`src/rtl/aes_pkg.sv`:
```
// Shared AES types and constants for the cipher pipeline.
// Byte k of a state or word sits at bits [8k:8k+7].
package aes_pkg;

  localparam int NR_AES128 = 10;
  localparam int NB        = 4;

  typedef logic [3:0]   round_t;
  typedef logic [0:127] state_t;
  typedef logic [0:31]  word_t;

  function automatic int key_words(input int nr);
    return NB * (nr + 1);
  endfunction

endpackage

```
`src/rtl/aes_skid_fifo2.sv`:
```
// Two-entry valid/ready FIFO with a registered in_ready.
// en_i gates whether new entries may be accepted next cycle.
module aes_skid_fifo2 #(
  parameter int WIDTH = 134
) (
  input  logic             clk,
  input  logic             rst_n,
  input  logic             en_i,
  input  logic             in_valid_i,
  output logic             in_ready_o,
  input  logic [WIDTH-1:0] in_data_i,
  output logic             out_valid_o,
  input  logic             out_ready_i,
  output logic [WIDTH-1:0] out_data_o
);

  logic [WIDTH-1:0] mem_q [2];
  logic             wr_q;
  logic             rd_q;
  logic [1:0]       cnt_q, cnt_d;
  logic             rdy_q, rdy_d;
  logic             push;
  logic             pop;

  assign push        = in_valid_i & rdy_q;
  assign pop         = out_valid_o & out_ready_i;
  assign out_valid_o = (cnt_q != 2'd0);
  assign out_data_o  = mem_q[rd_q];
  assign in_ready_o  = rdy_q;

  // Occupancy after this cycle's push/pop, and readiness derived from it.
  always_comb begin
    cnt_d = cnt_q;
    unique case (1'b1)
      push & !pop: cnt_d = cnt_q + 2'd1;
      pop & !push: cnt_d = cnt_q - 2'd1;
      default:     cnt_d = cnt_q;
    endcase
    rdy_d = en_i & (cnt_d < 2'd2);
  end

  // Storage, pointers, count and ready register.
  always_ff @(posedge clk or negedge rst_n) begin
    if (!rst_n) begin
      mem_q[0] <= '0;
      mem_q[1] <= '0;
      wr_q     <= 1'b0;
      rd_q     <= 1'b0;
      cnt_q    <= 2'd0;
      rdy_q    <= 1'b0;
    end else begin
      if (push) begin
        mem_q[wr_q] <= in_data_i;
        wr_q        <= ~wr_q;
      end
      if (pop) rd_q <= ~rd_q;
      cnt_q <= cnt_d;
      rdy_q <= rdy_d;
    end
  end

endmodule

```
`src/rtl/inv_add_round_key_stage.sv`:
```
// Decrypt-path AddRoundKey: key schedule RAM, round-key XOR,
// InvMixColumns bypass flag and a 2-entry output queue.
module inv_add_round_key_stage
  import aes_pkg::*;
#(
  parameter int NR = NR_AES128
) (
  input  logic         clk,
  input  logic         rst_n,
  input  logic         key_wr_en,
  input  logic [5:0]   key_wr_addr,
  input  logic [0:31]  key_wr_data,
  input  logic         key_clear,
  output logic         key_loaded,
  input  logic         in_valid,
  output logic         in_ready,
  input  logic [0:127] in_state,
  input  logic [3:0]   in_round,
  output logic         out_valid,
  input  logic         out_ready,
  output logic [0:127] out_state,
  output logic [3:0]   out_round,
  output logic         out_mix_bypass,
  output logic         out_err
);

  localparam int         KEY_WORDS = key_words(NR);
  localparam logic [6:0] KW7       = 7'(KEY_WORDS);
  localparam round_t     NR4       = round_t'(NR);

  word_t               kmem [KEY_WORDS];
  logic [KEY_WORDS-1:0] bmp_q, bmp_d;
  logic                loaded_q, loaded_d;
  logic                wr_ok;
  logic                err;
  logic                byp;
  round_t              rsel;
  logic [5:0]          base;
  state_t              rkey;
  state_t              xst;
  logic [133:0]        fin;
  logic [133:0]        fout;

  assign wr_ok = key_wr_en & ({1'b0, key_wr_addr} < KW7);

  // Bitmap of written words; clear has priority over a write.
  always_comb begin
    bmp_d = bmp_q;
    if (key_clear)  bmp_d = '0;
    else if (wr_ok) bmp_d[key_wr_addr] = 1'b1;
    loaded_d = &bmp_d;
  end

  // Bitmap and loaded flag registers.
  always_ff @(posedge clk or negedge rst_n) begin
    if (!rst_n) begin
      bmp_q    <= '0;
      loaded_q <= 1'b0;
    end else begin
      bmp_q    <= bmp_d;
      loaded_q <= loaded_d;
    end
  end

  // Key RAM; contents only matter once every word has been written.
  always_ff @(posedge clk) begin
    if (wr_ok && !key_clear) kmem[key_wr_addr] <= key_wr_data;
  end

  assign key_loaded = loaded_q;

  // Round-key read (pre-write contents) and XOR; bad rounds pass through.
  always_comb begin
    err  = (in_round > NR4);
    byp  = err | (in_round == NR4) | (in_round == 4'd0);
    rsel = err ? 4'd0 : in_round;
    base = {rsel, 2'b00};
    rkey = {kmem[base], kmem[base + 6'd1],
            kmem[base + 6'd2], kmem[base + 6'd3]};
    xst  = err ? in_state : (in_state ^ rkey);
    fin  = {xst, in_round, byp, err};
  end

  aes_skid_fifo2 #(.WIDTH(134)) u_q (
    .clk         (clk),
    .rst_n       (rst_n),
    .en_i        (loaded_d),
    .in_valid_i  (in_valid),
    .in_ready_o  (in_ready),
    .in_data_i   (fin),
    .out_valid_o (out_valid),
    .out_ready_i (out_ready),
    .out_data_o  (fout)
  );

  assign out_state      = fout[133:6];
  assign out_round      = fout[5:2];
  assign out_mix_bypass = fout[1];
  assign out_err        = fout[0];

endmodule

```
`config.mk`:
```
export PLATFORM = sky130hd
export DESIGN_NAME = inv_add_round_key_stage
export DESIGN_NICKNAME = d
export VERILOG_FILES = /design/src/rtl/aes_pkg.sv /design/src/rtl/aes_skid_fifo2.sv /design/src/rtl/inv_add_round_key_stage.sv
export SDC_FILE = /design/constraint.sdc
export NUM_CORES = 2
export LEC_CHECK = 0
export CORE_MARGIN = 1
export CORE_UTILIZATION = 40
export DETAILED_ROUTE_END_ITERATION = 10
export GPL_ROUTABILITY_DRIVEN = 0
export PLACE_DENSITY = 0.55
export SLEW_MARGIN = 10
export SYNTH_ARGS = -nofsm -noshare
export SYNTH_HDL_FRONTEND = slang
export SYNTH_SLANG_ARGS = --single-unit
```
`constraint.sdc`:
```
create_clock -name clk -period 6.45 [get_ports clk]
set_clock_uncertainty 0.2 [all_clocks]
set_input_delay 0.645 -clock clk [delete_from_list [all_inputs] [get_ports clk]]
set_output_delay 0.645 -clock clk [all_outputs]
set_load 0.05 [all_outputs]
```
**Yosys cells after proc, flatten, opt, wreduce, memory -nomap -nowiden**

Memory sizes are Yosys's and may differ from the RTL's.
Index checks and enable logic that the tools add are counted.

- Flip-flop bits (word level): 318
- RAM bits: 1408
- Input port bits: 176
- Output and inout bits: 137
- Logic and storage cells: 61
- Memories: 1

Memory list:

| memory | depth | width | read ports | clocked after Yosys merged registers in | write ports | line | source |
|---|---|---|---|---|---|---|---|
| kmem | 44 | 32 | 4 | 0 | 1 | inv_add_round_key_stage.sv:31 | `word_t kmem [KEY_WORDS];` |

- Add/sub/neg operators: 5
- $lt $le $gt $ge: 8
- Eq/ne operators: 1
- Muxes and demuxes: 15
- Bitwise logic cells: 14
- Reductions and logical operators: 9

Operator list:

| cell | count |
|---|---|
| 2-to-1 mux 134 bit | 4 |
| bitwise mux 268 bit | 1 |
| demux 134 bit (select 1 bit) | 1 |
| 2-to-1 mux 128 bit | 1 |
| bitwise XOR 128 bit | 1 |
| 2-to-1 mux 44 bit | 2 |
| OR 44 bit | 1 |
| AND reduction 44 bit | 1 |
| adder 6 x 2 -> 6 bit (second input constant) | 2 |
| less-than comparator 6 x 7 -> 1 bit (second input constant) | 1 |
| adder 6 x 1 -> 6 bit (second input constant) | 1 |
| AND 1 bit | 6 |
| demux 1 bit (select 6 bit) | 1 |
| >= comparator 6 x 1 -> 1 bit (second input constant) | 1 |
| less-than comparator 6 bit (second input constant) | 1 |
| == test 4 bit (second input constant) | 1 |
| >= comparator 2 bit (second input constant) | 2 |
| greater-than comparator 4 bit (second input constant) | 1 |
| logical NOT 4 bit | 1 |
| 2-to-1 mux 4 bit | 1 |
| NOT 1 -> 2 bit | 2 |
| one-hot mux 2 bit (2 select lines) | 1 |
| logical AND 1 bit | 3 |
| logical NOT 1 bit | 3 |
| other kinds (8) | 12 |

**Depth between registers and ports, before layout**

- Word-level depth: 9
- Mapped depth: 10
- Depth with buffers taken out: 7

**Hierarchy**

A second synthesis with hierarchy kept.

- Cell total of the unflattened synthesis: 4339
- Area, all modules: 70602.7 um^2

Modules (own cells, without submodules):

| module | times used | cells an instance | area each (um^2) | sequential area each (um^2) |
|---|---|---|---|---|
| inv_add_round_key_stage | 1 | 3604 | 58698.8 | 43406.6 |
| aes_skid_fifo2 | 1 | 735 | 11903.9 | 6831.6 |

**Least setup slack after synthesis**

Ideal clock, no wire load.

- Kind: input port to flip-flop
- From: in key_wr_addr[4]
- To: reg u_q.rdy_q, in the netlist u_q.in_ready_o
- Library setup time: 96 ps
- Arrival time: 5122 ps
- Data required time: 6154 ps
- Slack: 1032 ps
- Stages: 7
- Path buffers: 1
- Path through: clkbuf_1 -> nand2b_2 -> nor4_1 -> a21oi_1 -> a21oi_1 -> nand4b_1 -> nor4_2

- Longest elaborated chain between the ends: 9
- Elaborated cells between the ends (all ways): 12
- Classes of those cells: order compare (3); mux (4); bitwise (3); reduce/logical (2)

Ends and longest elaborated chain:

| element | line | source |
|---|---|---|
| start, declared | inv_add_round_key_stage.sv:11 | `input logic [5:0] key_wr_addr,` |
| less-than comparator 6 x 7 -> 1 bit (implied by the code) or >= comparator 6 x 1 -> 1 bit (tied branches) | inv_add_round_key_stage.sv:50 | `else if (wr_ok) bmp_d[key_wr_addr] = 1'b1;` |
| logical AND 1 bit (implied by the code) | inv_add_round_key_stage.sv:50 |  |
| 2-to-1 mux 1 bit (implied by the code) | inv_add_round_key_stage.sv:50 |  |
| demux 1 bit (select 6 bit) | inv_add_round_key_stage.sv:50 |  |
| OR 44 bit (no line) | - |  |
| 2-to-1 mux 44 bit (*) | inv_add_round_key_stage.sv:50 |  |
| 2-to-1 mux 44 bit (*) | inv_add_round_key_stage.sv:49 | `if (key_clear) bmp_d = '0;` |
| AND reduction 44 bit (*) | inv_add_round_key_stage.sv:51 | `loaded_d = &bmp_d;` |
| AND 1 bit (*) | aes_skid_fifo2.sv:39 | `rdy_d = en_i & (cnt_d < 2'd2);` |
| named net u_q.rdy_d | aes_skid_fifo2.sv:21 | `logic rdy_q, rdy_d;` |
| end signal, assigned | aes_skid_fifo2.sv:58 | `rdy_q <= rdy_d;` |
| end, declared | aes_skid_fifo2.sv:21 |  |

The timed path passes the listed nets; every way through them passes the cells marked *.
A chain may end at the register's enable or synchronous reset.

**Final worst setup path**

- From: reg u_q.rd_q
- To: out out_state[122] in the netlist's numbering

- Longest elaborated chain between the ends: 4

Ends and longest elaborated chain:

| element | line | source |
|---|---|---|
| start, declared | aes_skid_fifo2.sv:19 | `logic rd_q;` |
| start signal, assigned | aes_skid_fifo2.sv:56 | `if (pop) rd_q <= ~rd_q;` |
| NOT 1 -> 2 bit (implied by the code) | aes_skid_fifo2.sv:28 | `assign out_data_o = mem_q[rd_q];` |
| 2-to-1 mux 134 bit (implied by the code) (3 in series) | aes_skid_fifo2.sv:28 |  |
| end, declared | inv_add_round_key_stage.sv:21 | `output logic [0:127] out_state,` |

No other way between the ends. The select of a mux whose other input is x is not followed.

==> flow_metrics.tcl <==
set metrics [dict create \
    tightest_slew_ns 1.192 \
    tns_ns 0 \
    nFillCells 15110 \
    final_cell_mix "edfxtp_1, nand2_1, dfrtp_1" \
    cts_tree "yes" \
    dr.pass1.iters 6 \
    rows 153 \
    grt_overflow 0 \
    wl_per_cell_um 26.95 \
    synth_edf_count 1408 \
    end_kind "primary output" \
    yosysWarnings 0 \
    grt_max_degree 160 \
    grt_pass1_wl_mm 292.7 \
    htreeDepth 4 \
    setup_viol 0 \
    wl_met2_mm 96.75 \
    async_reset_ff_frac 0.1842 \
    syn_to_final_growth_pct 16.92 \
    netlist_area_mm2 0.07031 \
    clock_latency_ns 0.82 \
    netlist_instances 4690 \
    dr_wl_met3_mm 12.24 \
    drt_drc_violations_left 0 \
    grt_antenna_before_repair 21 \
    arrival_ns 3.23 \
    ioPinCount 313 \
    syn_avg_cell_area_um2 14.99 \
    path_class "reg2out" \
    wl_mm 200.7 \
    final_common_cell "edfxtp_1" \
    p_leak_nw 28.69 \
    die_w_um 421.3 \
    path_clk_slew_ns 0.06 \
    finalPower_mw 24.22 \
    dp_hpwl_mm 106.5 \
    maxCapViolations 0 \
    synth.distinct_cells 70 \
    period_share 0.6313 \
    synthesis.nets 4867 \
    required_ns 5.60 \
    maxClockFrequency_mhz 245.6 \
    post_cts_buffers 0 \
    crit_path_start_kind "register" \
    hp-class "in2async" \
    peakVddDrop_mv 0.2680 \
    cts_buffer_depth 3 \
    vias 41700 \
    synth_top_cell_area_share 0.6014 \
    finalHoldViolations 0 \
    layout.nets 5132 \
    via_per_inst 5.600 \
    max_slew_margin 0.2054 \
    grt_pass1_vias 41270 \
    yosysSeqAreaShare 0.7145 \
    drv_slew 0 \
    cp_max_fo 57 \
    die_area_mm2 0.1775 \
    fp.dieH_um 421.3 \
    ys_ff_latch 1726 \
    multi_input_area_mm2 0.01842 \
    io_buffers 312 \
    ctsHoldBuffers 1 \
    drt-met1-wl_mm 87.32 \
    netlist_top_cells_area "edfxtp_1, dfrtp_1, mux2_2, mux2i_1, nand2_1" \
    highest_layer "met5" \
    clockRootBuffer "clkbuf_16" \
    ant_nets 0 \
    synth_flop_cell "edfxtp_1" \
    cellPowerDensity_mw_per_mm2 294.6 \
    rsz0062_at_grt "false" \
    status "finished clean" \
    ff_latch_area_mm2 0.05024 \
    floorplan.initialDensity 0.4036 \
    drt_iter0_markers 3477 \
    grtUsageTotal 0.2245 \
    cts_made_buffers 186 \
    coreArea_mm2 0.1742 \
    min_period_ns 4.072 \
    synth_top_area_cell "edfxtp_1" \
    clock_sinks 1726 \
    drive_gt1_frac 0.1383 \
    cts_resized 0 \
]
## cell usage after synthesis, types with 19 or more instances
master / count
clkbuf_1: 230
mux4_2: 35
o21ai_1: 80
dfrtp_1: 318
buf_4: 19
a32oi_1: 77
o211ai_1: 110
nor2_1: 70
a21boi_0: 51
o221ai_1: 40
o22a_1: 39
nand2_1: 422
a21o_1: 35
a21oi_1: 114
nand3b_1: 55
o311ai_0: 41
mux2i_1: 213
inv_1: 122
o32ai_1: 22
buf_1: 26
o21ai_0: 201
buf_2: 57
a211oi_1: 94
xnor2_1: 114
o2111ai_1: 39
edfxtp_1: 1408
a311o_1: 55
and3_1: 91
nand2b_1: 79
nor2b_1: 99
mux2_2: 197
## cell type report
cell class	instances	area share
Antenna cell	3	0.00009132
Clock buffer	253	0.06295
Clock inverter	98	0.01131
Inverter	123	0.005616
Multi-Input combinational cell	2497	0.2240
Sequential cell	1726	0.6112
Tap cell	2325	0.03539
Timing Repair Buffer	421	0.04945
## logic make-up (layout without fill, tap and decap cells)
group | after synthesis | in the layout | share of synthesized area
DFF | 1726 | 1726 | 0.7145
AOI/OAI and AO/OA | 1043 | 1043 | 0.1047
and+or+nand+nor | 876 | 876 | 0.06298
buffers and inverters | 467 | 895 | 0.02806
muxes | 445 | 445 | 0.07309
xor gates and xnor gates | 132 | 132 | 0.01644
adders and majority gates | 1 | 1 | 0.0001779
other | 0 | 3 | 0
## sequential cells by signal, indices dropped and copies added, names as in the netlist
| name | cells |
|---|---|
| u_q.wr_q | 1 |
| kmem | 1408 |
| u_q.in_ready_o | 1 |
| u_q.mem_q | 268 |
| key_loaded | 1 |
| u_q.cnt_q | 2 |
| bmp_q | 44 |
| u_q.rd_q | 1 |
## worst max-delay path, stage by stage, from the launching register on
cell	delay (ns)
dfrtp_4	0.76
buf_12	0.33
mux2_2	0.39
clkdlybuf4s50_1	0.72
## worst paths after layout
path / from / end / slack, ns / depth (start not counted)
hold / removal: rst_n / u_q.mem_q[246] / 0.21 / 2
min in group clk: in_round[3] / u_q.mem_q[134] / 0.23 / 3
hold reg to reg: u_q.mem_q[98] / u_q.mem_q[98] / 0.27 / 2
max in group asynchronous: rst_n / u_q.mem_q[55] / 4.65 / 3
setup reg to reg: u_q.in_ready_o / u_q.mem_q[22] / 4.00 / 4
setup / recovery: u_q.rd_q / out_state[122] / 2.38 / 3
## stage by stage
stage	setup slack (ns)	area (um2)	std cells	util	hold WS [ns]
final	2.378	82210	7446	0.4719	0.2124
after global routing	2.272	82200	7445	0.4719	0.2432
after CTS	2.311	82170	7442	0.4717	0.1819
after detailed placement	1.718	76060	7090	0.4366	0.2643
after global placement	1.740	76060	7090	0.4366	0.2554
after floorplan	1.032	70310	4690	-	0.1494
## routing by layer
| metal | global-route usage | vias to the layer above |
|---|---|---|
| met5 | 0 | - |
| met4 | 0.05479 | 2 |
| met3 | 0.03250 | 259 |
| met2 | 0.3687 | 1344 |
| met1 | 0.3137 | 21570 |
| li1 | - | 18530 |
## power breakdown
part           total (mW)  internal [mW]  switching (mW)
registers            12.1           12.1         0.00861
clock network        10.7           6.29            4.42
logic                1.39          0.444           0.950
Power figures use the tool's default switching activity.
